[config.mk]
export PLATFORM = sky130hd
export DESIGN_NAME = piso_serializer
export DESIGN_NICKNAME = d
export VERILOG_FILES = /design/src/rtl/piso_serializer.sv
export SDC_FILE = /design/constraint.sdc
export NUM_CORES = 1
export LEC_CHECK = 0
export ABC_AREA = 1
export ABC_CLOCK_PERIOD_IN_PS = 1100
export CORE_MARGIN = 5
export CORE_UTILIZATION = 40
export CTS_CLUSTER_SIZE = 28
export DETAILED_ROUTE_END_ITERATION = 10
export PLACE_DENSITY_LB_ADDON = 0.1
export SLEW_MARGIN = 10
export SYNTH_ARGS = -nofsm -noshare
export SYNTH_HDL_FRONTEND = slang
export SYNTH_SLANG_ARGS = --single-unit
[constraint.sdc]
create_clock -name clock -period 1.1 [get_ports clock]
set_input_delay 0.22 -clock clock [delete_from_list [all_inputs] [get_ports clock]]
set_output_delay 0.22 -clock clock [all_outputs]
set_load 0.01 [all_outputs]
[src/rtl/piso_serializer.sv]
// piso_serializer: parameterised parallel-in/serial-out shifter for the SPI
// datapath. A WIDTH-bit word is taken over a valid/ready handshake and moved
// out one bit per shift_en strobe, MSB or LSB first. A one-cycle done pulse
// follows the last bit of each word.
//
// Optional build macro PISO_PRELOAD_EN adds a one-word holding register so
// the next word can be queued during SHIFT and follow without a gap.
//
// state | meaning
// ------+--------------------------------------------------------------
// IDLE  | no word in flight; in_ready high, shift_en ignored, out_bit 0
// SHIFT | word in flight; out_bit valid, each shift_en consumes one bit
module piso_serializer #(
    parameter int WIDTH     = 8,
    parameter bit MSB_FIRST = 1'b1
) (
    input  logic             clock,
    input  logic             reset,
    input  logic [WIDTH-1:0] in_data,
    input  logic             in_valid,
    output logic             in_ready,
    input  logic             shift_en,
    output logic             out_bit,
    output logic             out_valid,
    output logic             busy,
    output logic             done
);

    localparam int CNT_W = $clog2(WIDTH + 1);

    typedef enum logic {
        IDLE  = 1'b0,
        SHIFT = 1'b1
    } state_t;

    state_t             state;
    logic [WIDTH-1:0]   shreg;
    logic [WIDTH-1:0]   shifted;
    logic [CNT_W-1:0]   cnt;
    logic               accept;
    logic               last_edge;

`ifdef PISO_PRELOAD_EN
    logic [WIDTH-1:0]   hold;
    logic               hold_valid;
`endif

    // Ready: a full holding register is the only back-pressure when preload
    // exists; otherwise the block takes a word only while idle.
`ifdef PISO_PRELOAD_EN
    assign in_ready = !hold_valid;
`else
    assign in_ready = (state == IDLE);
`endif

    assign accept    = in_valid & in_ready;
    assign last_edge = (state == SHIFT) & shift_en & (cnt == CNT_W'(1));

    // Output end is the top bit for MSB-first and bit 0 otherwise; the
    // zero-fill keeps out_bit low once a word has drained.
    assign out_bit   = MSB_FIRST ? shreg[WIDTH-1] : shreg[0];
    assign out_valid = (state == SHIFT);
    assign busy      = (state == SHIFT);

    // One-position shift toward the output end with zero fill.
    always_comb begin
        shifted = '0;
        if (MSB_FIRST)
            shifted = {shreg[WIDTH-2:0], 1'b0};
        else
            shifted = {1'b0, shreg[WIDTH-1:1]};
    end

    // Sequencer: load on accept, shift per strobe, count down to the last bit.
    always_ff @(posedge clock) begin
        if (reset) begin
            state <= IDLE;
            shreg <= '0;
            cnt   <= '0;
            done  <= 1'b0;
`ifdef PISO_PRELOAD_EN
            hold       <= '0;
            hold_valid <= 1'b0;
`endif
        end else begin
            done <= 1'b0;
            if (state == IDLE) begin
                if (accept) begin
                    shreg <= in_data;
                    cnt   <= CNT_W'(WIDTH);
                    state <= SHIFT;
                end
            end else begin
`ifdef PISO_PRELOAD_EN
                // A word arriving on the last-bit edge bypasses the hold
                // register and is loaded straight into the shifter below.
                if (accept && !last_edge) begin
                    hold       <= in_data;
                    hold_valid <= 1'b1;
                end
`endif
                if (shift_en) begin
                    shreg <= shifted;
                    cnt   <= cnt - CNT_W'(1);
                    if (cnt == CNT_W'(1)) begin
                        done <= 1'b1;
`ifdef PISO_PRELOAD_EN
                        if (hold_valid) begin
                            shreg      <= hold;
                            cnt        <= CNT_W'(WIDTH);
                            hold_valid <= 1'b0;
                        end else if (accept) begin
                            shreg <= in_data;
                            cnt   <= CNT_W'(WIDTH);
                        end else begin
                            state <= IDLE;
                        end
`else
                        state <= IDLE;
`endif
                    end
                end
            end
        end
    end

endmodule

==> Word-level counts from Yosys, hierarchy flattened <==
Cells that the tools add are included.
{ "op_classes": {"n_eq_ne": 2, "bitwise": 3, "n_reduce_logical": 3, "add_sub_neg": 1, "n_mux": 11} }
{ "ops": {"columns": ["operator", "n"], "rows": [
  ["two-way mux 8 bit", 3],
  ["two-way mux 4 bit", 3],
  ["two-way mux 1 bit", 5],
  ["equality test 4 x 1 -> 1 bit, second input constant", 1],
  ["subtractor 4 x 1 -> 4 bit, second input constant", 1],
  ["OR reduction 3 bit", 1],
  ["!= test 2 bit, second input constant", 1],
  ["NOT 1 bit", 2],
  ["AND reduction 2 bit", 1],
  ["nonzero test 2 bit", 1],
  ["bitwise AND 1 bit", 1]
]} }
{ "word_totals": {"inputBits": 12, "out_inout_bits": 5, "register_bits": 14, "wordCells": 24} }

==> Depth between registers and ports, before layout <==
Gate-level depths: netlist (run 1).
{ "depth": {"ltp_word": 4, "mapped_depth": 8, "mapped_depth_nobuf": 7} }

==> Worst setup path before layout (run 1) <==
Ideal clock, no wire load.
{ "synth_path": {"path_kind": "flip-flop to flip-flop", "start": "reg state, in the netlist busy", "end": "reg shreg[2]", "arrival_ns": 1.019, "path_stages_with_launch": 8, "slack_ns": -0.040, "required_time_ns": 0.979, "synth_period_minus_slack_ns": 1.140, "setup_time_ns": 0.121, "path_buffers": 2, "cell_sequence": "dfxtp_1 > buf_6 > inv_8 > nand2_4 > nand2_8 > buf_12 > o21ai_2 > a31oi_1"} }
{ "synth_between": {"elab_chain_len": 4, "elab_cells_between_ends": 6, "classes_between": "1 x eq/ne; 1 x mux; 2 x bitwise; 2 x reduce/logical"} }
{ "synth_rtl": {"columns": ["element", "line", "text"], "rows": [
  ["start, declared", "36", "state_t state;"],
  ["start signal, assigned", "77", "state <= IDLE;"],
  ["start signal, assigned", "91", "state <= SHIFT;"],
  ["start signal, assigned", "119", "state <= IDLE;"],
  ["NOT 1 bit (no line)", null, null],
  ["named net in_ready", "21", "output logic in_ready,"],
  ["bitwise AND 1 bit", "56", "assign accept = in_valid & in_ready;"],
  ["nonzero test 2 bit (no line)", null, null],
  ["AND reduction 2 bit (no line)", null, null],
  ["end signal, assigned", "89", "shreg <= in_data;"],
  ["end signal, assigned", "103", "shreg <= shifted;"],
  ["end, declared", "37", "logic [WIDTH-1:0] shreg;"]
]} }
The timed path passes the listed nets, and every way through them passes these cells.
A chain may end at the register's enable or synchronous reset.

==> Worst setup path in the final report (run 1) <==
{ "layout_path": {"start": "reg state, in the netlist busy", "end": "reg cnt[3]"} }
{ "layout_between": {"elab_chain_len": 4, "elab_cells_between_ends": 6, "classes_between": "1 x eq/ne; 1 x mux; 2 x bitwise; 2 x reduce/logical"} }
{ "layout_rtl": {"columns": ["element", "line", "text"], "rows": [
  ["NOT 1 bit (no line)", null, null],
  ["bitwise AND 1 bit", "56", null],
  ["nonzero test 2 bit (no line)", null, null],
  ["AND reduction 2 bit (no line)", null, null],
  ["end signal, assigned", "90", "cnt <= CNT_W'(WIDTH);"],
  ["end signal, assigned", "104", "cnt <= cnt - CNT_W'(1);"],
  ["end, declared", "39", "logic [CNT_W-1:0] cnt;"]
]} }
Parallel ways exist; a longest one is shown, timed or not.

==> results of run 1 <==
## registers in the layout, indices dropped and copies added (netlist names)
| register | cells |
|---|---|
| busy | 1 |
| shreg | 8 |
| cnt | 4 |
| done | 1 |
## power groups by stage
stage                     combinational, mW  sequential (mW)  clock (mW)
after floorplan                       0.162            0.582           0
after global placement                0.254            0.585           0
after detailed placement              0.253            0.586           0
after CTS                             0.250            0.574       0.381
after global routing                  0.287            0.581       0.414
final                                 0.254            0.574       0.362
## worst min-delay path, cell delays in order (launching register included)
cell,delay [ns]
dfxtp_1,0.32
nand2_1,0.06
a21oi_1,0.05
## final cells by class
type                            count  share of cell area, %
Inverter                           10                   5.00
Timing Repair Buffer               24                   22.1
Tap cell                           16                   2.22
Sequential cell                    14                   31.5
Multi-Input combinational cell     53                   35.1
Clock buffer                        4                   4.03
## metal layers
| metal | GRT usage [%] | wire (microns) | vias to the layer above |
|---|---|---|---|
| met2 | 18.8 | 590 | 11 |
| met4 | 6.38 | 31 | 0 |
| met1 | 16.2 | 643 | 273 |
| met3 | 2.91 | 73 | 4 |
| met5 | 0 | 0 | - |
| li1 | - | - | 316 |
## cell usage in the layout, fill, tap and decap left out, drive strengths merged
master	instances
a21oi	3
a31oi	7
buf	11
clkbuf	6
clkdlybuf4s50	11
dfxtp	14
ha	2
inv	10
nand2	20
nand3	3
nand4	1
nor2	5
o211ai	1
o21ai	8
o22ai	1
o31ai	1
xnor2	1
## repair_timing
item	in CTS	in global routing
gates resized for setup	18	5
setup endpoints to repair	17	13
hold buffers	0	0
setup buffers	0	1
cloned	0	0
## final timing paths
path / startpoint / endpoint / slack (ns) / cells after the start
max: busy$_SDFF_PP0_ / cnt[3]$_SDFFE_PP0P_ / -0.005 / 7
min: shreg[0]$_SDFFE_PP0P_ / shreg[0]$_SDFFE_PP0P_ / 0.47 / 2
max reg2reg: busy$_SDFF_PP0_ / cnt[3]$_SDFFE_PP0P_ / -0.005 / 7
min reg2reg: shreg[0]$_SDFFE_PP0P_ / shreg[0]$_SDFFE_PP0P_ / 0.47 / 2
## cells by family (layout without fill, tap and decap cells)
| logic type | Yosys count | after routing | share of synthesized area [%] |
|---|---|---|---|
| AND/OR/NAND/NOR | 29 | 29 | 21.8 |
| XOR/XNOR | 1 | 1 | 1.30 |
| flip-flops | 14 | 14 | 41.7 |
| buffers and inverters | 13 | 38 | 12.5 |
| AO/OA/AOI/OAI | 21 | 21 | 19.0 |
| adder cells (fa/ha/maj) | 2 | 2 | 3.72 |
==> results.cfg, run 1 <==
[global_routing]
grt_max_degree = 20
grtUsageTotal_pct = 12.4
grt_pass1_wl_mm = 2.54
grt_overflow = 0
antenna_found_initial = 0
grt_pass1_vias = 595

[worst_setup_path]
critPathTopFamily = flip-flops
cp_slowest_stage_delay_ns = 0.40
worstPathRequired_ns = 1.32
worstPathCellList = inv_8 > buf_4 > nand2_4 > nand2_8 > a21oi_1 > nor2_1 > nor2_1
arrival_ns = 1.32
end_kind = register
worst-setup-path-type = reg2reg
cp_num_buf_inv = 2
cp_slowest_cell = dfxtp_4
cp_common_cell = nor2_1
startpoint_type = register
worstPathMaxFanout = 18

[sta]
whs_ns = 0.469
post-route-min-period_ns = 1.10
slew_violations = 0
grt_setup_unrepaired = yes
setup_violations = 1
worst_pin_slew_ns = 0.329
max_freq_mhz = 905
fin_crit_sh_pct = 100
setup_tns_ns = -0.00463
relSlewSlack_pct = 78.1
hold_viol = 0
setup_ws_ns = -0.00463
fin_skew_ns = 0.00207

[clock_tree]
clockBufferDepth = 2
cts-buffers-inserted = 3
cts.sinks = 14
cts_max_level = 1
cts_root_buf = clkbuf_4
clkLatencyLatePin_ns = 0.27
clkTransAtPathRegs_ns = 0.08
cts_tree = yes

[final_layout]
fin_cells = 121
multi_input_area_sq_um = 317
areaGrowthSynthToFinish_pct = 34.1
seqCellArea_sq_um = 284
fill_cells = 157
fin_area_sq_um = 901
finish.utilization_pct = 58.4
drive_above_1_share_pct = 24.8
num_antenna_cells = 0
nNetsFinal = 120

[placed_design]
gp_congestion = 0.844
dp_hpwl_mm = 1.01
place_worst_setup_slack_ns = -0.198
io_buffers = 16
dpl.cell_count = 116
placed_cell_area_sq_um = 867

[floorplanning]
io_pins = 17
core_area_sq_mm = 0.00154
fp.dieArea_sq_mm = 0.00260
start_util_pct = 43.6
fp.dieW_microns = 51.0
rows = 14
die_h_microns = 51.0

[detailed_routing]
drc = 0
wl_per_cell_microns = 11.1
wirelength_mm = 1.34
ant_nets = 0
vias = 604
firstDrtPassIters = 2
vias_per_cell = 4.99
drt_iter0_markers = 3

[flow_run]
drv_cap = 0

[synthesis]
synth_seq_cells = 14
synth_top_area_cell = dfxtp_1
syn_nets = 94
yosys-top-cells-area = dfxtp_1, nand2_1, a31oi_1, inv_1, o21ai_0
ys_warn_count = 0
synth_cells = 80
seq_area_frac_synth_pct = 41.7
syn_area_per_cell_sq_um = 8.40
synthTopCellsByCount = nand2_1, dfxtp_1, inv_1, a31oi_1, o21ai_0
synth_top_area_share_pct = 41.7
async_reset_ff_share_pct = 0
synth_most_common_cell = nand2_1
ys.flop_type = dfxtp_1
synth_cell_types = 21
synth_edf_count = 0
synth_area_sq_um = 672

[pwr]
seqPwrFrac_pct = 48.2
irDropWorstVdd_v = 0.000760
powerDensity_mw_per_mm2 = 1320
p_int_uw = 875
p_leak_nw = 0.400
power_frac_clock_pct = 30.4
switching_power_uw = 314
switching_share_pct = 26.4
power_mw = 1.19
combPwrFrac_pct = 21.4

[hold_path]
holdCritPathClass = reg2reg

[status]
violations = negative setup slack
outcome = finished with violations
Note: power is estimated with default switching activity, not from simulation.
==> run 2, diff against run 1 <==
- CORE_MARGIN: 5 -> 3
- SLEW_MARGIN: 10 -> default
==> run 2 against run 1 <==
  * The flow still finishes with violations (negative setup slack)
  * Count of clock-buffer cells in the layout stayed put
  * Fmax grew 0.10%
  * Register-to-register slack about the same
==> results.cfg, run 2 (synthesis results as in run 1) <==
[final_layout]
fill_cells = 143
top_regs = shreg (8), cnt (4)
largest_reg_flops = 8
areaGrowthSynthToFinish_pct = 46.4
num_antenna_cells = 0
nNetsFinal = 124
drive_above_1_share_pct = 30.3
fin_cells = 125
final_common_cell = nand2_1
layout_common_cells = nand2_1, dfxtp_1, clkdlybuf4s50_1
largest-register = shreg

[pwr]
switching_power_uw = 362
power_frac_clock_pct = 29.7
seqPwrFrac_pct = 45.6
p_int_uw = 906
switching_share_pct = 28.5
powerDensity_mw_per_mm2 = 1290
p_leak_nw = 0.427
combPwrFrac_pct = 24.7
power_mw = 1.27
irDropWorstVdd_v = 0.000595

[clock_tree]
cts.sinks = 14
clkLatencyLatePin_ns = 0.28
clockBufferDepth = 2
clkTransAtPathRegs_ns = 0.09
cts_tree = yes
cts-buffers-inserted = 3
cts_root_buf = clkbuf_4
cts_max_level = 1

[sta]
fin_skew_ns = 0.00341
hold_viol = 0
fin_crit_sh_pct = 100
setup_tns_ns = -0.00350
grt_setup_unrepaired = yes
max_freq_mhz = 906
post-route-min-period_ns = 1.10
slew_violations = 0
relSlewSlack_pct = 77.4
worst_pin_slew_ns = 0.339
setup_violations = 1
setup_ws_ns = -0.00350

[detailed_routing]
wirelength_mm = 1.63
wl_per_cell_microns = 13.1
drt_iter0_markers = 10
firstDrtPassIters = 4
ant_nets = 0
vias_per_cell = 5.18
drc = 0
vias = 648

[worst_setup_path]
endpoint = shreg[2]$_SDFFE_PP0P_
worstPathMaxFanout = 5
cp-startpoint = busy$_SDFF_PP0_
rr_worst_depth = 7
arrival_ns = 1.28
regToRegEndpoint = shreg[2]$_SDFFE_PP0P_
end_kind = register
r2r_start = busy$_SDFF_PP0_
worst-setup-path-type = reg2reg
startpoint_type = register
r2r_slack_ns = -0.003
worstPathRequired_ns = 1.28

[floorplanning]
fp.dieW_microns = 47.0
start_util_pct = 43.6
io_pins = 17
rows = 14
core_area_sq_mm = 0.00154
die_h_microns = 47.0
fp.dieArea_sq_mm = 0.00221

[global_routing]
grtUsageTotal_pct = 16.0
grt_max_degree = 20
grt_overflow = 0
antenna_found_initial = 0
grt_busiest_layer = met2
use_met3_pct = 3.45
grt_use_met2_pct = 27.6
grt_pass1_wl_mm = 2.41
grt_pass1_vias = 583
grtUsageMet1_pct = 17.7

[placed_design]
gp_congestion = 0.857
dp_hpwl_mm = 1.00
io_buffers = 16
dpl.cell_count = 116

[status]
outcome = finished with violations
violations = negative setup slack

[flow_run]
drv_cap = 0

[hold_path]
holdCritPathClass = reg2reg
==> run 2: power groups by stage <==
stage / registers (mW) / clock network (mW) / logic (mW)
5_1_grt: 0.583 / 0.399 / 0.341
3_3_place_gp: 0.585 / 0 / 0.253
2_1_floorplan: 0.582 / 0 / 0.162
4_1_cts: 0.576 / 0.384 / 0.265
6_report: 0.577 / 0.377 / 0.313
3_5_place_dp: 0.586 / 0 / 0.255
==> run 2: critical path: stages (launching register included) <==
cell	delay, ns
dfxtp_4	0.41
inv_8	0.03
buf_6	0.12
nand2_8	0.09
nand2_8	0.07
buf_4	0.13
o21ai_2	0.09
a31oi_1	0.05
==> run 2: per-stage QoR <==
step	worst slack, ns	utilization (%)	area, sq um	hold slack (ns)
6_report	-0.00350	63.8	983	0.476
5_1_grt	-0.0598	63.8	983	0.505
4_1_cts	-0.0499	59.4	916	0.468
3_5_place_dp	-0.213	56.3	867	0.452
3_3_place_gp	-0.197	56.3	867	0.448
2_1_floorplan	0.0153	-	673	0.289
==> run 2: worst min-delay path by stage <==
stage	startpoint	endpoint	slack, ns	cells after the start
2_1_floorplan	reset	shreg[0]$_SDFFE_PP0P_	0.29	1
3_3_place_gp	shreg[0]$_SDFFE_PP0P_	shreg[0]$_SDFFE_PP0P_	0.45	2
3_5_place_dp	shreg[0]$_SDFFE_PP0P_	shreg[0]$_SDFFE_PP0P_	0.45	2
4_1_cts	shreg[0]$_SDFFE_PP0P_	shreg[0]$_SDFFE_PP0P_	0.47	2
5_1_grt	shreg[0]$_SDFFE_PP0P_	shreg[0]$_SDFFE_PP0P_	0.51	2
6_report	shreg[0]$_SDFFE_PP0P_	shreg[0]$_SDFFE_PP0P_	0.48	2
==> run 2: per-layer routing <==
metal	vias up	part of all wire, %
met5	-	0
met4	0	2.5
met3	7	5.3
met2	17	46
met1	296	46
li1	328	-
==> run 2: timing repair <==
| item | 4_1_cts | 5_1_grt |
|---|---|---|
| pin swaps | 0 | 1 |
| endpoints found under the setup margin | 17 | 15 |
| setup buffers | 0 | 3 |
| resized for setup | 20 | 13 |
| gates cloned | 0 | 2 |
| hold buffers | 0 | 0 |
==> run 2: layout make-up <==
type                            instances  area (sq um)  area share (%)
Sequential cell                        14           285            29.0
Clock buffer                            4          36.3            3.69
Multi-Input combinational cell         55           367            37.3
Tap cell                               16          20.0            2.04
Inverter                               10          45.0            4.58
Timing Repair Buffer                   26           230            23.4
